**src/rtl/clb_pkg.sv**
```systemverilog
// Shared widths, config field offsets and FSM states for the parametrised CLB.
// Pure compile-time helpers; no logic, no latency, no flow control.
package clb_pkg;

    typedef enum logic {UNCFG = 1'b0, RUN = 1'b1} cfg_state_t;

    function automatic int clog2_min1(input int n);
        return (n <= 2) ? 1 : $clog2(n);
    endfunction

    function automatic int sel_width(input int w, input int nb);
        return clog2_min1(4 * w + nb);
    endfunction

    function automatic int osel_width(input int nb);
        return clog2_min1(nb + 1);
    endfunction

    function automatic int ble_bits(input int k, input int sel_w);
        return (1 << k) + k * sel_w + 2;
    endfunction

    function automatic int cfg_bits(input int w, input int k, input int nb);
        return nb * ble_bits(k, sel_width(w, nb)) + 4 * w * osel_width(nb);
    endfunction

    function automatic int ble_base(input int b, input int k, input int sel_w);
        return b * ble_bits(k, sel_w);
    endfunction

    function automatic int out_sel_base(input int nb, input int k, input int sel_w);
        return nb * ble_bits(k, sel_w);
    endfunction

endpackage

```
**src/rtl/clb_ble.sv**
```systemverilog
// One basic logic element: K pool muxes into a LUT plus an optional flop.
// LUT path is combinational; flop adds one cycle; i_load overrides i_ce, no backpressure.
module clb_ble #(
    parameter int K     = 4,
    parameter int SEL_W = 3,
    parameter int P     = 6
) (
    input  logic                 i_clk,
    input  logic                 i_rst,
    input  logic [P-1:0]         i_pool,
    input  logic [(2**K)-1:0]    i_lut,
    input  logic [K*SEL_W-1:0]   i_sel,
    input  logic                 i_ff_en,
    input  logic                 i_load,
    input  logic                 i_init,
    input  logic                 i_ce,
    output logic                 o_q,
    output logic                 o_out
);

    logic [K-1:0] w_addr;
    logic         w_lut_out;
    logic         r_q;

    // Pool indices past P match no entry and therefore read 0.
    always_comb begin
        w_addr = '0;
        for (int i = 0; i < K; i++) begin
            for (int p = 0; p < P; p++) begin
                if (i_sel[i*SEL_W +: SEL_W] == SEL_W'(p)) begin
                    w_addr[i] = i_pool[p];
                end
            end
        end
    end

    assign w_lut_out = i_lut[w_addr];

    always_ff @(posedge i_clk) begin
        if (i_rst) begin
            r_q <= 1'b0;
        end else if (i_load) begin
            r_q <= i_init;
        end else if (i_ce) begin
            r_q <= w_lut_out;
        end
    end

    assign o_q   = r_q;
    assign o_out = i_ff_en ? r_q : w_lut_out;

endmodule

```
**src/rtl/clb_param.sv**
```systemverilog
// Parametrised directional CLB with serial shadow config chain and double-buffered commit.
// Side paths combinational (one cycle through a registered BLE); config chain has no backpressure.
module clb_param
    import clb_pkg::*;
#(
    parameter int W  = 1,
    parameter int K  = 4,
    parameter int NB = 2
) (
    input  logic         clk_i,
    input  logic         rst_i,
    input  logic [W-1:0] up_i,
    input  logic [W-1:0] down_i,
    input  logic [W-1:0] right_i,
    input  logic [W-1:0] left_i,
    output logic [W-1:0] up_o,
    output logic [W-1:0] down_o,
    output logic [W-1:0] right_o,
    output logic [W-1:0] left_o,
    input  logic         ce_i,
    input  logic         cfg_shift_i,
    input  logic         cfg_din_i,
    input  logic         cfg_commit_i,
    output logic         cfg_so_o,
    output logic         cfg_full_o,
    output logic         cfg_valid_o,
    output logic         cfg_err_o
);

    localparam int P        = 4 * W + NB;
    localparam int SEL_W    = sel_width(W, NB);
    localparam int SEL_O    = osel_width(NB);
    localparam int LUT_N    = 2 ** K;
    localparam int CFG_BITS = cfg_bits(W, K, NB);
    localparam int OSB      = out_sel_base(NB, K, SEL_W);
    localparam int CNT_W    = $clog2(CFG_BITS + 1);
    localparam logic [CNT_W-1:0] CNT_MAX = CNT_W'(CFG_BITS);

    logic [CFG_BITS-1:0] r_shadow;
    logic [CFG_BITS-1:0] r_active;
    logic [CNT_W-1:0]    r_count;
    logic                r_full;
    logic                r_valid;
    logic                r_err;
    cfg_state_t          r_state;
    cfg_state_t          w_state_nxt;
    logic                w_run;
    logic                w_commit_ok;
    logic                w_shift;

    assign w_commit_ok = cfg_commit_i && r_full;
    assign w_shift     = cfg_shift_i && !cfg_commit_i;

    always_ff @(posedge clk_i) begin
        if (rst_i) begin
            r_shadow <= '0;
            r_active <= '0;
            r_count  <= '0;
            r_full   <= 1'b0;
            r_valid  <= 1'b0;
            r_err    <= 1'b0;
        end else begin
            r_err <= cfg_commit_i && !r_full;
            if (w_commit_ok) begin
                r_active <= r_shadow;
                r_count  <= '0;
                r_full   <= 1'b0;
                r_valid  <= 1'b1;
            end else if (w_shift) begin
                r_shadow <= {cfg_din_i, r_shadow[CFG_BITS-1:1]};
                if (r_count != CNT_MAX) begin
                    r_count <= r_count + 1'b1;
                end
                r_full <= (r_count >= CNT_MAX - 1'b1);
            end
        end
    end

    always_ff @(posedge clk_i) begin
        if (rst_i) begin
            r_state <= UNCFG;
        end else begin
            r_state <= w_state_nxt;
        end
    end

    always_comb begin
        w_state_nxt = r_state;
        w_run       = 1'b0;
        case (r_state)
            UNCFG:   if (w_commit_ok) w_state_nxt = RUN;
            RUN:     w_run = 1'b1;
            default: w_state_nxt = UNCFG;
        endcase
    end

    logic [NB-1:0]  w_q;
    logic [NB-1:0]  w_ble_out;
    logic [NB-1:0]  w_init;
    logic [P-1:0]   w_pool;
    logic [4*W-1:0] w_in_all;
    logic [4*W-1:0] w_out_all;

    // Only registered q values feed back, so the pool can never close a combinational loop.
    assign w_in_all = {left_i, right_i, down_i, up_i};
    assign w_pool   = {w_q, w_in_all};

    for (genvar b = 0; b < NB; b++) begin : g_ble
        localparam int B = ble_base(b, K, SEL_W);

        // A flop restarts from the init bit of the config being committed, not the old one.
        assign w_init[b] = w_commit_ok ? r_shadow[B+LUT_N+K*SEL_W+1]
                                       : r_active[B+LUT_N+K*SEL_W+1];

        clb_ble #(.K(K), .SEL_W(SEL_W), .P(P)) u_ble (
            .i_clk   (clk_i),
            .i_rst   (rst_i),
            .i_pool  (w_pool),
            .i_lut   (r_active[B +: LUT_N]),
            .i_sel   (r_active[B+LUT_N +: K*SEL_W]),
            .i_ff_en (r_active[B+LUT_N+K*SEL_W]),
            .i_load  (w_commit_ok),
            .i_init  (w_init[b]),
            .i_ce    (ce_i && w_run),
            .o_q     (w_q[b]),
            .o_out   (w_ble_out[b])
        );
    end

    // Side index s: 0 up, 1 down, 2 right, 3 left; s^1 is the opposite side.
    logic [SEL_O-1:0] w_osel;
    always_comb begin
        w_out_all = '0;
        w_osel    = '0;
        for (int s = 0; s < 4; s++) begin
            for (int l = 0; l < W; l++) begin
                w_osel = r_active[OSB + (s*W + l)*SEL_O +: SEL_O];
                if (w_run) begin
                    if (w_osel == '0) begin
                        w_out_all[s*W + l] = w_in_all[(s ^ 1)*W + l];
                    end
                    for (int b = 0; b < NB; b++) begin
                        if (w_osel == SEL_O'(b + 1)) begin
                            w_out_all[s*W + l] = w_ble_out[b];
                        end
                    end
                end
            end
        end
    end

    assign up_o        = w_out_all[0*W +: W];
    assign down_o      = w_out_all[1*W +: W];
    assign right_o     = w_out_all[2*W +: W];
    assign left_o      = w_out_all[3*W +: W];
    assign cfg_so_o    = r_shadow[0];
    assign cfg_full_o  = r_full;
    assign cfg_valid_o = r_valid;
    assign cfg_err_o   = r_err;

endmodule

```
**config.mk**
```make
export PLATFORM = sky130hd
export DESIGN_NAME = clb_param
export DESIGN_NICKNAME = d
export VERILOG_FILES = /design/src/rtl/clb_pkg.sv /design/src/rtl/clb_ble.sv /design/src/rtl/clb_param.sv
export SDC_FILE = /design/constraint.sdc
export NUM_CORES = 1
export LEC_CHECK = 0
export ABC_AREA = 1
export CAP_MARGIN = 5
export CORE_AREA = 3 3 191 100
export DETAILED_ROUTE_END_ITERATION = 6
export DIE_AREA = 0 0 194 103
export MAX_ROUTING_LAYER = met4
export PLACE_DENSITY = 0.54
export SETUP_SLACK_MARGIN = 0.15
export SYNTH_ARGS = -nofsm -noshare
export SYNTH_HDL_FRONTEND = slang
export SYNTH_SLANG_ARGS = --single-unit
```
**constraint.sdc**
```tcl
create_clock -name clk_i -period 7.55 [get_ports clk_i]
set_clock_uncertainty 0.1 [all_clocks]
set_input_delay 2.265 -clock clk_i [delete_from_list [all_inputs] [get_ports clk_i]]
set_output_delay 2.265 -clock clk_i [all_outputs]
set_load 0.05 [all_outputs]
```
==> flow_metrics.env <==
export IMPL_drive_gt1_share_pct=6.55
export IMPL_portBuffers=17
export IMPL_start_util_pct=34.9
export IMPL_dp_worst_setup_slack_ps=442
export IMPL_clockPowerShare_pct=43.4
export IMPL_intPower_uw=1320
export IMPL_p_leak_uw=0.00264
export IMPL_dr_pass1_iters=4
export IMPL_worstPathRequired_ps=5180
export IMPL_critPathMaxStageDelay_ps=560
export IMPL_switching_power_uw=476
export IMPL_cpMaxStageDelayCell="clkdlybuf4s50_1"
export IMPL_finalSetupTns_ps=0
export IMPL_syn_nets=858
export IMPL_drc_errors=0
export IMPL_fp_dieH_um=103
export IMPL_yosysSeqAreaShare_pct=48.6
export IMPL_cp_end_kind="output pin"
export IMPL_design_area_um2=6950
export IMPL_synthCells=846
export IMPL_fin_crit_ps=7120
export IMPL_avgSynthCellArea_um2=7.16
export IMPL_yosys_warnings=0
export IMPL_num_rows=34
export IMPL_status="finished, final reports clean"
export IMPL_gp_congestion=0.869
export IMPL_rsz0062_at_grt="false"
export IMPL_overflow=0
export IMPL_fin_nets=855
export IMPL_critical_path_class="in -> out"
export IMPL_wl_per_cell_um=12.8
export IMPL_slew_headroom_pct=35.4
export IMPL_setup_viol=0
export IMPL_final_cell_mix="nor2_1 (223), o21ai_0 (148), dfxtp_1 (147)"
export IMPL_synth_cell_types=31
export IMPL_area_growth_syn_to_layout_pct=14.8
export IMPL_cts_inserted_buffers=17
export IMPL_pwr_density_cell_nw_per_um2=258
export IMPL_cap_violations=0
export IMPL_core_area_um2=17400
export IMPL_final_common_cell="nor2_1"
export IMPL_cts_setup_buffers=0
export IMPL_post_dp_hpwl_mm=8.97
export IMPL_clk_latency_ps=420
export IMPL_clk_pin_slew_ps=60
export IMPL_slew_viol_final=0
export IMPL_synthesis_area_um2=6060
export IMPL_p_seq_share_pct=46.9
export IMPL_tightest_slew_ps=965
export IMPL_die_area_um2=20000
export IMPL_critPathArrivalTime_ps=4760
export IMPL_synth_seq_cells=147
export IMPL_comb_power_share_pct=9.7
export IMPL_place_area_um2=6400
export IMPL_fin_crit_sh_pct=94.3
export IMPL_ctsResizeCount=0
export IMPL_antenna_cells=0
export IMPL_grt_pass1_wl_mm=23.5
export IMPL_hold_viol=0
export IMPL_fin_ws_ps=428
export IMPL_crit_top_cell="nand2_1"
export IMPL_grt_max_degree=81
export IMPL_cts_hold_buf=0
export IMPL_clk_path_buf_depth=2
export IMPL_root_buffer="clkbuf_16"
export IMPL_dieWidth_um=194
export IMPL_clock_sinks=147
export IMPL_drtIter0Drc=302
export IMPL_fmax_mhz=140
export IMPL_routed_wirelength_mm=14.0
export IMPL_grt_pass1_vias=4579
export IMPL_cp_cell_sequence="clkdlybuf4s50_1 -> inv_1 -> a21oi_1 -> o21ai_0 -> nand2_1 -> nand2_1 -> o21ai_0 -> inv_1 -> nand3_1 -> nand3b_1 -> nand2_1 -> nand2_2 -> nand3_1 -> nand2_1 -> nor2_1 -> buf_12"
export IMPL_antenna_found_initial=0
export IMPL_critPathMaxFanout=6
export IMPL_num_io_pins=18
export IMPL_num_vias=5243
export IMPL_hold_path_class="reg -> reg"
export IMPL_viasPerCell=4.81
export IMPL_ir_drop_mv=0.115
export IMPL_crit_path_start_kind="primary input"
export IMPL_htree_levels=4
export IMPL_grt_total_usage_pct=14.9
export IMPL_switching_share_pct=26.5
export IMPL_worst_hold_slack_ps=353
export IMPL_cts_tree="done"
export IMPL_drtAntennaViolNets=0
worst max-delay path, delay by kind of cell:
family          cells  cell delay (ps)
simple gates        9              930
compound gates      3              490
buf+inv             4             1060
layer usage:
layer / up-vias / global-route usage [%] / wire, um
li1: 2765 / - / -
met2: 64 / 22.2 / 5890
met5: - / - / 0
met1: 2404 / 20.4 / 7530
met3: 10 / 3.26 / 454
met4: 0 / 4.13 / 119
stage by stage:
stage                     util (%)  power [uW]  std cells
after floorplan                  -         983        846
after global placement        36.9        1030       1058
after detailed placement      36.9        1030       1058
after CTS                     40.1        1810       1089
after global routing          40.1        1880       1089
final                         40.1        1800       1089
sequential cells by signal, indices dropped and copies added, names as in the netlist:
signal	count
r_shadow	68
r_active	66
r_count	7
g_ble.u_ble.o_q	2
cfg_err_o	1
cfg_full_o	1
cfg_valid_o	1
r_state	1
Yosys cell counts:
master / n / area share, %
nor2_1: 223 / 14
o21ai_0: 148 / 12
dfxtp_1: 147 / 49
nand2_1: 84 / 5.2
inv_1: 53 / 3.3
a21oi_1: 52 / 4.3
nand3_1: 52 / 4.3
clkbuf_1: 40 / 2.5
inv_2: 6 / 0.37
nor3_1: 4 / 0.33
o211ai_1: 4 / 0.50
a211oi_1: 3 / 0.37
nand2_2: 3 / 0.31
nand2_4: 3 / 0.56
nand3b_1: 3 / 0.37
a31oi_1: 2 / 0.21
buf_1: 2 / 0.12
ha_1: 2 / 0.41
nand4_4: 2 / 0.70
o21ai_1: 2 / 0.17
a22oi_1: 1 / 0.12
and3_1: 1 / 0.10
buf_4: 1 / 0.12
nand4_1: 1 / 0.10
nor3b_1: 1 / 0.12
nor4_1: 1 / 0.10
o2111ai_1: 1 / 0.14
o21ai_2: 1 / 0.14
o22ai_1: 1 / 0.10
xnor2_1: 1 / 0.14
xor2_1: 1 / 0.14
cell type report:
cell class,count,area (um2)
inverter,59,221
sequential,147,2940
timing repair buffer,21,215
clock buffer,21,470
multi-input combinational,597,2730
clock inverter,10,77.6
tap,234,293
fill,1798,10400
path summary, 6_finish.rpt:
path / from / slack, ps / to / cells past startpoint
max: up_i / 430 / down_o / 16
min: r_active[41]$_SDFFE_PP0P_ / 350 / r_active[41]$_SDFFE_PP0P_ / 2
max reg2reg: cfg_full_o$_SDFFE_PP0P_ / 5000 / r_count[4]$_SDFFE_PP0P_ / 5
min reg2reg: r_active[41]$_SDFFE_PP0P_ / 350 / r_active[41]$_SDFFE_PP0P_ / 2
cell families (layout without fill, tap and decap cells):
family          Yosys count  in the layout  synth area share (%)
simple gates            378            378                  26.0
compound gates          215            215                  18.3
flops                   147            147                  48.6
buf+inv                 102            111                  6.38
fa+ha+maj                 2              2                 0.413
xor+xnor                  2              2                 0.289
power by group through the flow:
stage          Sequential, uW  Clock, uW  Combinational, uW
5_1_grt                   847        833                202
4_1_cts                   842        797                177
3_5_place_dp              858          0                176
3_3_place_gp              858          0                173
2_1_floorplan             854          0                129
6_report                  842        780                175
(Power assumes the default switching activity.)
